[config.mk]
export PLATFORM = sky130hd
export DESIGN_NAME = nonce_result_scheduler
export DESIGN_NICKNAME = d
export VERILOG_FILES = /design/src/rtl/nonce_result_scheduler.sv
export SDC_FILE = /design/constraint.sdc
export NUM_CORES = 1
export LEC_CHECK = 0
export CAP_MARGIN = 20
export CORE_UTILIZATION = 50
export CTS_CLUSTER_DIAMETER = 120
export CTS_CLUSTER_SIZE = 8
export DETAILED_ROUTE_END_ITERATION = 8
export GPL_TIMING_DRIVEN = 1
export PLACE_DENSITY_LB_ADDON = 0.25
export SYNTH_ARGS = -nofsm -noshare
export SYNTH_HDL_FRONTEND = slang
export SYNTH_SLANG_ARGS = --single-unit
[constraint.sdc]
create_clock -name clk -period 11.35 [get_ports clk]
set_clock_uncertainty 0.15 [all_clocks]
set_input_delay 2.27 -clock clk [delete_from_list [all_inputs] [get_ports clk]]
set_output_delay 2.27 -clock clk [all_outputs]
set_load 0.1 [all_outputs]
[src/rtl/nonce_result_scheduler.sv]
// Collects golden-nonce results from SLAVES sources, arbitrates them round-robin
// into a small result FIFO and sequences the serial transmitter's send/busy handshake.
module nonce_result_scheduler #(
   parameter int SLAVES     = 2,
   parameter int FIFO_DEPTH = 4,
   parameter int DEDUP      = 1
) (
   input  logic                   clk,
   input  logic                   rst_n,
   input  logic [SLAVES*32-1:0]   slave_nonces,
   input  logic [SLAVES-1:0]      new_nonces,
   input  logic                   work_flush,
   input  logic                   serial_busy,
   output logic                   serial_send,
   output logic [31:0]            golden_nonce,
   output logic [SLAVES-1:0]      pending,
   output logic [7:0]             overflow_count
);

   localparam int AW = (FIFO_DEPTH > 1) ? $clog2(FIFO_DEPTH) : 1;
   localparam int IW = (SLAVES > 1) ? $clog2(SLAVES) : 1;
   localparam int CW = $clog2(SLAVES + 1);

   typedef enum logic [1:0] {
      S_IDLE,
      S_WAIT_BUSY,
      S_WAIT_DONE
   } tx_state_t;

   // Capture / arbitration state
   logic [SLAVES-1:0] r_pend;
   logic [31:0]       r_hold [SLAVES];
   logic [IW-1:0]     r_rr;
   logic [7:0]        r_ovf;

   // Result FIFO
   logic [31:0]       r_mem [FIFO_DEPTH];
   logic [AW-1:0]     r_wr_ptr;
   logic [AW-1:0]     r_rd_ptr;
   logic [AW:0]       r_count;
   logic [31:0]       r_last;
   logic              r_last_vld;

   // Transmit sequencer
   tx_state_t         r_state;
   tx_state_t         w_state_nxt;
   logic              r_guard;
   logic              r_send;
   logic [31:0]       r_gold;

   logic              w_full;
   logic              w_empty;
   logic              w_pop;
   logic              w_any;
   logic [IW-1:0]     w_any_idx;
   logic              w_gnt;
   logic [31:0]       w_gnt_val;
   logic              w_dup;
   logic              w_push;
   logic [CW-1:0]     w_ovf_inc;

   function automatic logic [IW-1:0] wrap_idx(input logic [IW-1:0] base, input int off);
      int s;
      s = int'(base) + off;
      if (s >= SLAVES) s = s - SLAVES;
      return s[IW-1:0];
   endfunction

   function automatic logic [7:0] sat_add(input logic [7:0] a, input logic [CW-1:0] b);
      logic [8:0] s;
      s = {1'b0, a} + 9'(b);
      return s[8] ? 8'hFF : s[7:0];
   endfunction

   assign w_full  = (r_count == (AW+1)'(FIFO_DEPTH));
   assign w_empty = (r_count == '0);

   // Round-robin search from rr+1; iterating downward lets the nearest candidate win.
   always_comb begin
      w_any     = 1'b0;
      w_any_idx = '0;
      for (int k = SLAVES; k >= 1; k--) begin
         if (r_pend[wrap_idx(r_rr, k)]) begin
            w_any     = 1'b1;
            w_any_idx = wrap_idx(r_rr, k);
         end
      end
   end

   // A pop in the same cycle frees a slot, so a full FIFO can still accept the grant.
   assign w_gnt     = w_any && (!w_full || w_pop);
   assign w_gnt_val = r_hold[w_any_idx];
   assign w_dup     = (DEDUP != 0) && r_last_vld && (w_gnt_val == r_last);
   assign w_push    = w_gnt && !w_dup && !work_flush;

   always_comb begin
      w_ovf_inc = '0;
      for (int i = 0; i < SLAVES; i++) begin
         if (new_nonces[i] && r_pend[i] && !(w_gnt && (w_any_idx == IW'(i)))) begin
            w_ovf_inc = w_ovf_inc + CW'(1);
         end
      end
   end

   always_ff @(posedge clk or negedge rst_n) begin
      if (!rst_n) begin
         r_pend <= '0;
         r_rr   <= '0;
         r_ovf  <= '0;
         for (int i = 0; i < SLAVES; i++) r_hold[i] <= '0;
      end else if (work_flush) begin
         r_pend <= '0;
      end else begin
         if (w_gnt) r_rr <= w_any_idx;
         r_ovf <= sat_add(r_ovf, w_ovf_inc);
         for (int i = 0; i < SLAVES; i++) begin
            if (new_nonces[i]) begin
               r_hold[i] <= slave_nonces[i*32 +: 32];
               r_pend[i] <= 1'b1;
            end else if (w_gnt && (w_any_idx == IW'(i))) begin
               r_pend[i] <= 1'b0;
            end
         end
      end
   end

   always_ff @(posedge clk) begin
      if (w_push) r_mem[r_wr_ptr] <= w_gnt_val;
   end

   always_ff @(posedge clk or negedge rst_n) begin
      if (!rst_n) begin
         r_wr_ptr   <= '0;
         r_rd_ptr   <= '0;
         r_count    <= '0;
         r_last     <= '0;
         r_last_vld <= 1'b0;
      end else if (work_flush) begin
         r_wr_ptr   <= '0;
         r_rd_ptr   <= '0;
         r_count    <= '0;
         r_last_vld <= 1'b0;
      end else begin
         if (w_push) begin
            r_wr_ptr   <= r_wr_ptr + AW'(1);
            r_last     <= w_gnt_val;
            r_last_vld <= 1'b1;
         end
         if (w_pop) r_rd_ptr <= r_rd_ptr + AW'(1);
         r_count <= r_count + (AW+1)'(w_push) - (AW+1)'(w_pop);
      end
   end

   // A flush also suppresses starting a new send, since the head is being discarded.
   always_comb begin
      w_state_nxt = r_state;
      w_pop       = 1'b0;
      case (r_state)
         S_IDLE: begin
            if (!w_empty && !serial_busy && !work_flush) begin
               w_pop       = 1'b1;
               w_state_nxt = S_WAIT_BUSY;
            end
         end
         S_WAIT_BUSY: begin
            if (serial_busy || r_guard) w_state_nxt = S_WAIT_DONE;
         end
         S_WAIT_DONE: begin
            if (!serial_busy) w_state_nxt = S_IDLE;
         end
         default: w_state_nxt = S_IDLE;
      endcase
   end

   always_ff @(posedge clk or negedge rst_n) begin
      if (!rst_n) begin
         r_state <= S_IDLE;
         r_guard <= 1'b0;
         r_send  <= 1'b0;
         r_gold  <= '0;
      end else begin
         r_state <= w_state_nxt;
         r_guard <= (r_state == S_WAIT_BUSY) && (w_state_nxt == S_WAIT_BUSY);
         r_send  <= w_pop;
         if (w_pop) r_gold <= r_mem[r_rd_ptr];
      end
   end

   assign serial_send    = r_send;
   assign golden_nonce   = r_gold;
   assign pending        = r_pend;
   assign overflow_count = r_ovf;

endmodule

==> impl_metrics.toml <==
[layout]
layout.nets = 973
syn2layout_area_growth_pct = 22.2
final_cell_mix = "dfrtp_1 (150), edfxtp_1 (128), mux2_2 (117), clkdlybuf4s50_1 (111), nand2_1 (79)"
final_cells = 1227
drive_gt1_share_pct = 25.2
fill_cells = 1637
layout_commonest_cell = "dfrtp_1"
antennaDiodeCount = 0

[sta]
hold_viol = 0
grt_setup_unrepaired = "false"
period_share_pct = 53.4
setup_viol = 0
slew_headroom_pct = 32.8
worst_slack_ns = 5.28
worst_pin_slew_ns = 1.01
timing.fmax_ghz = 0.165
fin_crit_ns = 6.07
report.final.slew_viol_count = 0
tns_ns = 0

[floorplan]
initial_core_util_pct = 51.4
rows = 55
core_sq_um = 22800
die_w_microns = 155
io_pins = 113
fp.dieH_microns = 155
die_area_sq_um = 24000

[power_and_ir_drop]
p_comb_share_pct = 33.4
p_int_w = 0.00240
power.switching_w = 0.00135
switching_share_pct = 36.0
power_per_cell_area_nw_per_um2 = 262
clkPwrFrac_pct = 27.9
p_seq_share_pct = 38.7
peakVddDrop_mv = 0.163
leakagePower_nw = 5.55
finalPower_w = 0.00374

[synth]
syn-num-nets = 840
synth_warnings = 0
async_reset_ff_share_pct = 54.1
synth_top_family_by_area = "multiplexers"
syn_inst = 759
yosysSeqAreaShare_pct = 65.1
synth_xor_area_share_pct = 2.02
synth-edff-count = 128
synth_area_per_cell_sq_um = 15.4
synth_mux_area_share_pct = 19.5
synth_flop_cell = "dfrtp_1"
syn_area_sq_um = 11700
synthAdderAreaFrac_pct = 1.30
ys_types = 55
synth-seq-cells = 279
synthSimpleGateAreaFrac_pct = 6.29
synth-compound-area-share_pct = 3.38

[routing]
viasPerCell = 5.42
drcViolationCount = 0
antenna_left = 0
firstDrtPassIters = 4
routed_wirelength_mm = 23.9
vias = 6656
wl_per_cell_microns = 19.5
drtIter0Drc = 485

[clocking]
clkTransAtPathRegs_ns = 0.05
cts_inserted_buffers = 40
cts_hold_buf = 0
cts_tree = "done"
post_cts_resize_count = 0
numClockSinks = 279
htreeDepth = 2
clk_path_buf_depth = 3
clkLatencyLatePin_ns = 0.51
cts_root_buf = "clkbuf_16"
post_cts_buffers = 0

[critical_path]
crit_type = "in2reg"
critPathCaptureType = "flip-flop"
worstPathArrival_ns = 6.32
crit_fanout = 19
start_kind = "input port"
crit_required_ns = 11.61

[status]
status = "complete, no violations"

[place]
finalWeightedCongestion = 0.800
placed_cells = 1162
dp_hpwl_mm = 15.5
dp_slack_ns = 4.87
portBuffers = 112

[global_routing]
antenna_found_initial = 0
grt_max_degree = 81
grt_util_all_layers_pct = 21.1
first_global_vias = 7084
grt_pass1_wl_mm = 38.6
overflow = 0

[hold_path]
hold_class = "reg2reg"

[job]
drv_cap = 0
-- layer usage --
| layer | part of all wire, % | global-route usage (%) | up-vias |
|---|---|---|---|
| met5 | 0 | 0 | - |
| met4 | 2.7 | 8.16 | 0 |
| met3 | 4.8 | 3.87 | 44 |
| met2 | 48 | 34.3 | 188 |
| met1 | 44 | 28.6 | 3376 |
| li1 | - | - | 3048 |
-- registers in the layout, summed over array words and instances, names as in the netlist --
name / count
serial_send: 1
overflow_count: 8
r_mem: 128
r_count: 3
r_rd_ptr: 2
r_guard: 1
r_wr_ptr: 2
r_hold: 64
r_rr: 1
r_state: 2
r_last_vld: 1
pending: 2
golden_nonce: 32
r_last: 32
-- per-stage QoR --
step | util, % | cell area [sq um] | hold WS (ns)
2_1_floorplan | - | 11700 | 0.265
6_report | 62.8 | 14300 | 0.312
4_1_cts | 62.7 | 14300 | 0.311
3_3_place_gp | 57.8 | 13200 | 0.276
5_1_grt | 62.8 | 14300 | 0.346
3_5_place_dp | 57.9 | 13200 | 0.305
-- cells by family after synthesis --
| family | count (synthesis) |
|---|---|
| mux | 167 |
| simple gates | 153 |
| buf+inv | 64 |
| flops | 279 |
| fa+ha+maj | 11 |
| xor+xnor | 27 |
| compound gates | 58 |
-- area by class of cell --
class                      instances  area, sq um  area share (%)
tap                              313          392            2.74
inverter                          32          120           0.839
multi-input combinational        416         3830            26.8
clock inverter                     2         25.0           0.175
clock buffer                      62         1080            7.57
sequential                       279         7620            53.3
timing repair buffer             123         1240            8.65
-- synthesized netlist by cell type (all sizes together) (3+ instances only) --
library cell | number | share of area [%]
inv | 32 | 1.0
clkbuf | 16 | 0.51
nand3 | 7 | 0.30
mux4 | 32 | 6.2
nand4 | 8 | 0.43
nor3b | 3 | 0.19
mux2i | 4 | 0.34
nor2 | 19 | 0.61
ha | 9 | 0.96
nor4 | 5 | 0.32
a21o | 4 | 0.26
or4b | 3 | 0.26
o21ai | 18 | 0.77
dfrtp | 151 | 32
xnor2 | 9 | 0.67
nand3b | 5 | 0.32
nor3 | 4 | 0.17
xor2 | 18 | 1.3
a221oi | 3 | 0.22
nor2b | 3 | 0.16
and2 | 6 | 0.32
nand2b | 6 | 0.32
edfxtp | 128 | 33
mux2 | 131 | 13
nand2 | 79 | 2.5
a21oi | 11 | 0.47
a2bb2oi | 3 | 0.22
buf | 16 | 0.87
-- final timing paths --
path	start	slack (ns)	to	depth (start not counted)
worst min register to register	r_guard	0.31	r_guard	1
worst max-delay path	work_flush	5.28	overflow_count[1]	15
min in group asynchronous	rst_n	1.63	golden_nonce[17]	1
max in group asynchronous	rst_n	7.95	r_last[11]	2
worst min-delay path	r_guard	0.31	r_guard	1
worst max register to register	r_rr	6.44	r_count[2]	17
-- power groups by stage --
stage | Clock, W | Combinational (W) | Sequential, W
final | 0.00105 | 0.00125 | 0.00145
after detailed placement | 0 | 0.00125 | 0.00146
after CTS | 0.00107 | 0.00126 | 0.00145
after floorplan | 0 | 0.000493 | 0.00189
after global placement | 0 | 0.00121 | 0.00146
after global routing | 0.00112 | 0.00132 | 0.00148
-- critical path, cell delays in order --
cell	delay, ns
clkdlybuf4s50_1	0.92
nor4_1	0.18
or4b_2	0.66
o21ai_1	0.27
o21ai_0	0.21
nor2_1	0.13
ha_1	0.17
ha_1	0.19
inv_1	0.06
fa_1	0.35
nor2_1	0.21
nand2_1	0.12
nor2_1	0.17
nand3_1	0.24
o211ai_1	0.17
No activity file was read; power rests on OpenSTA's default activity.
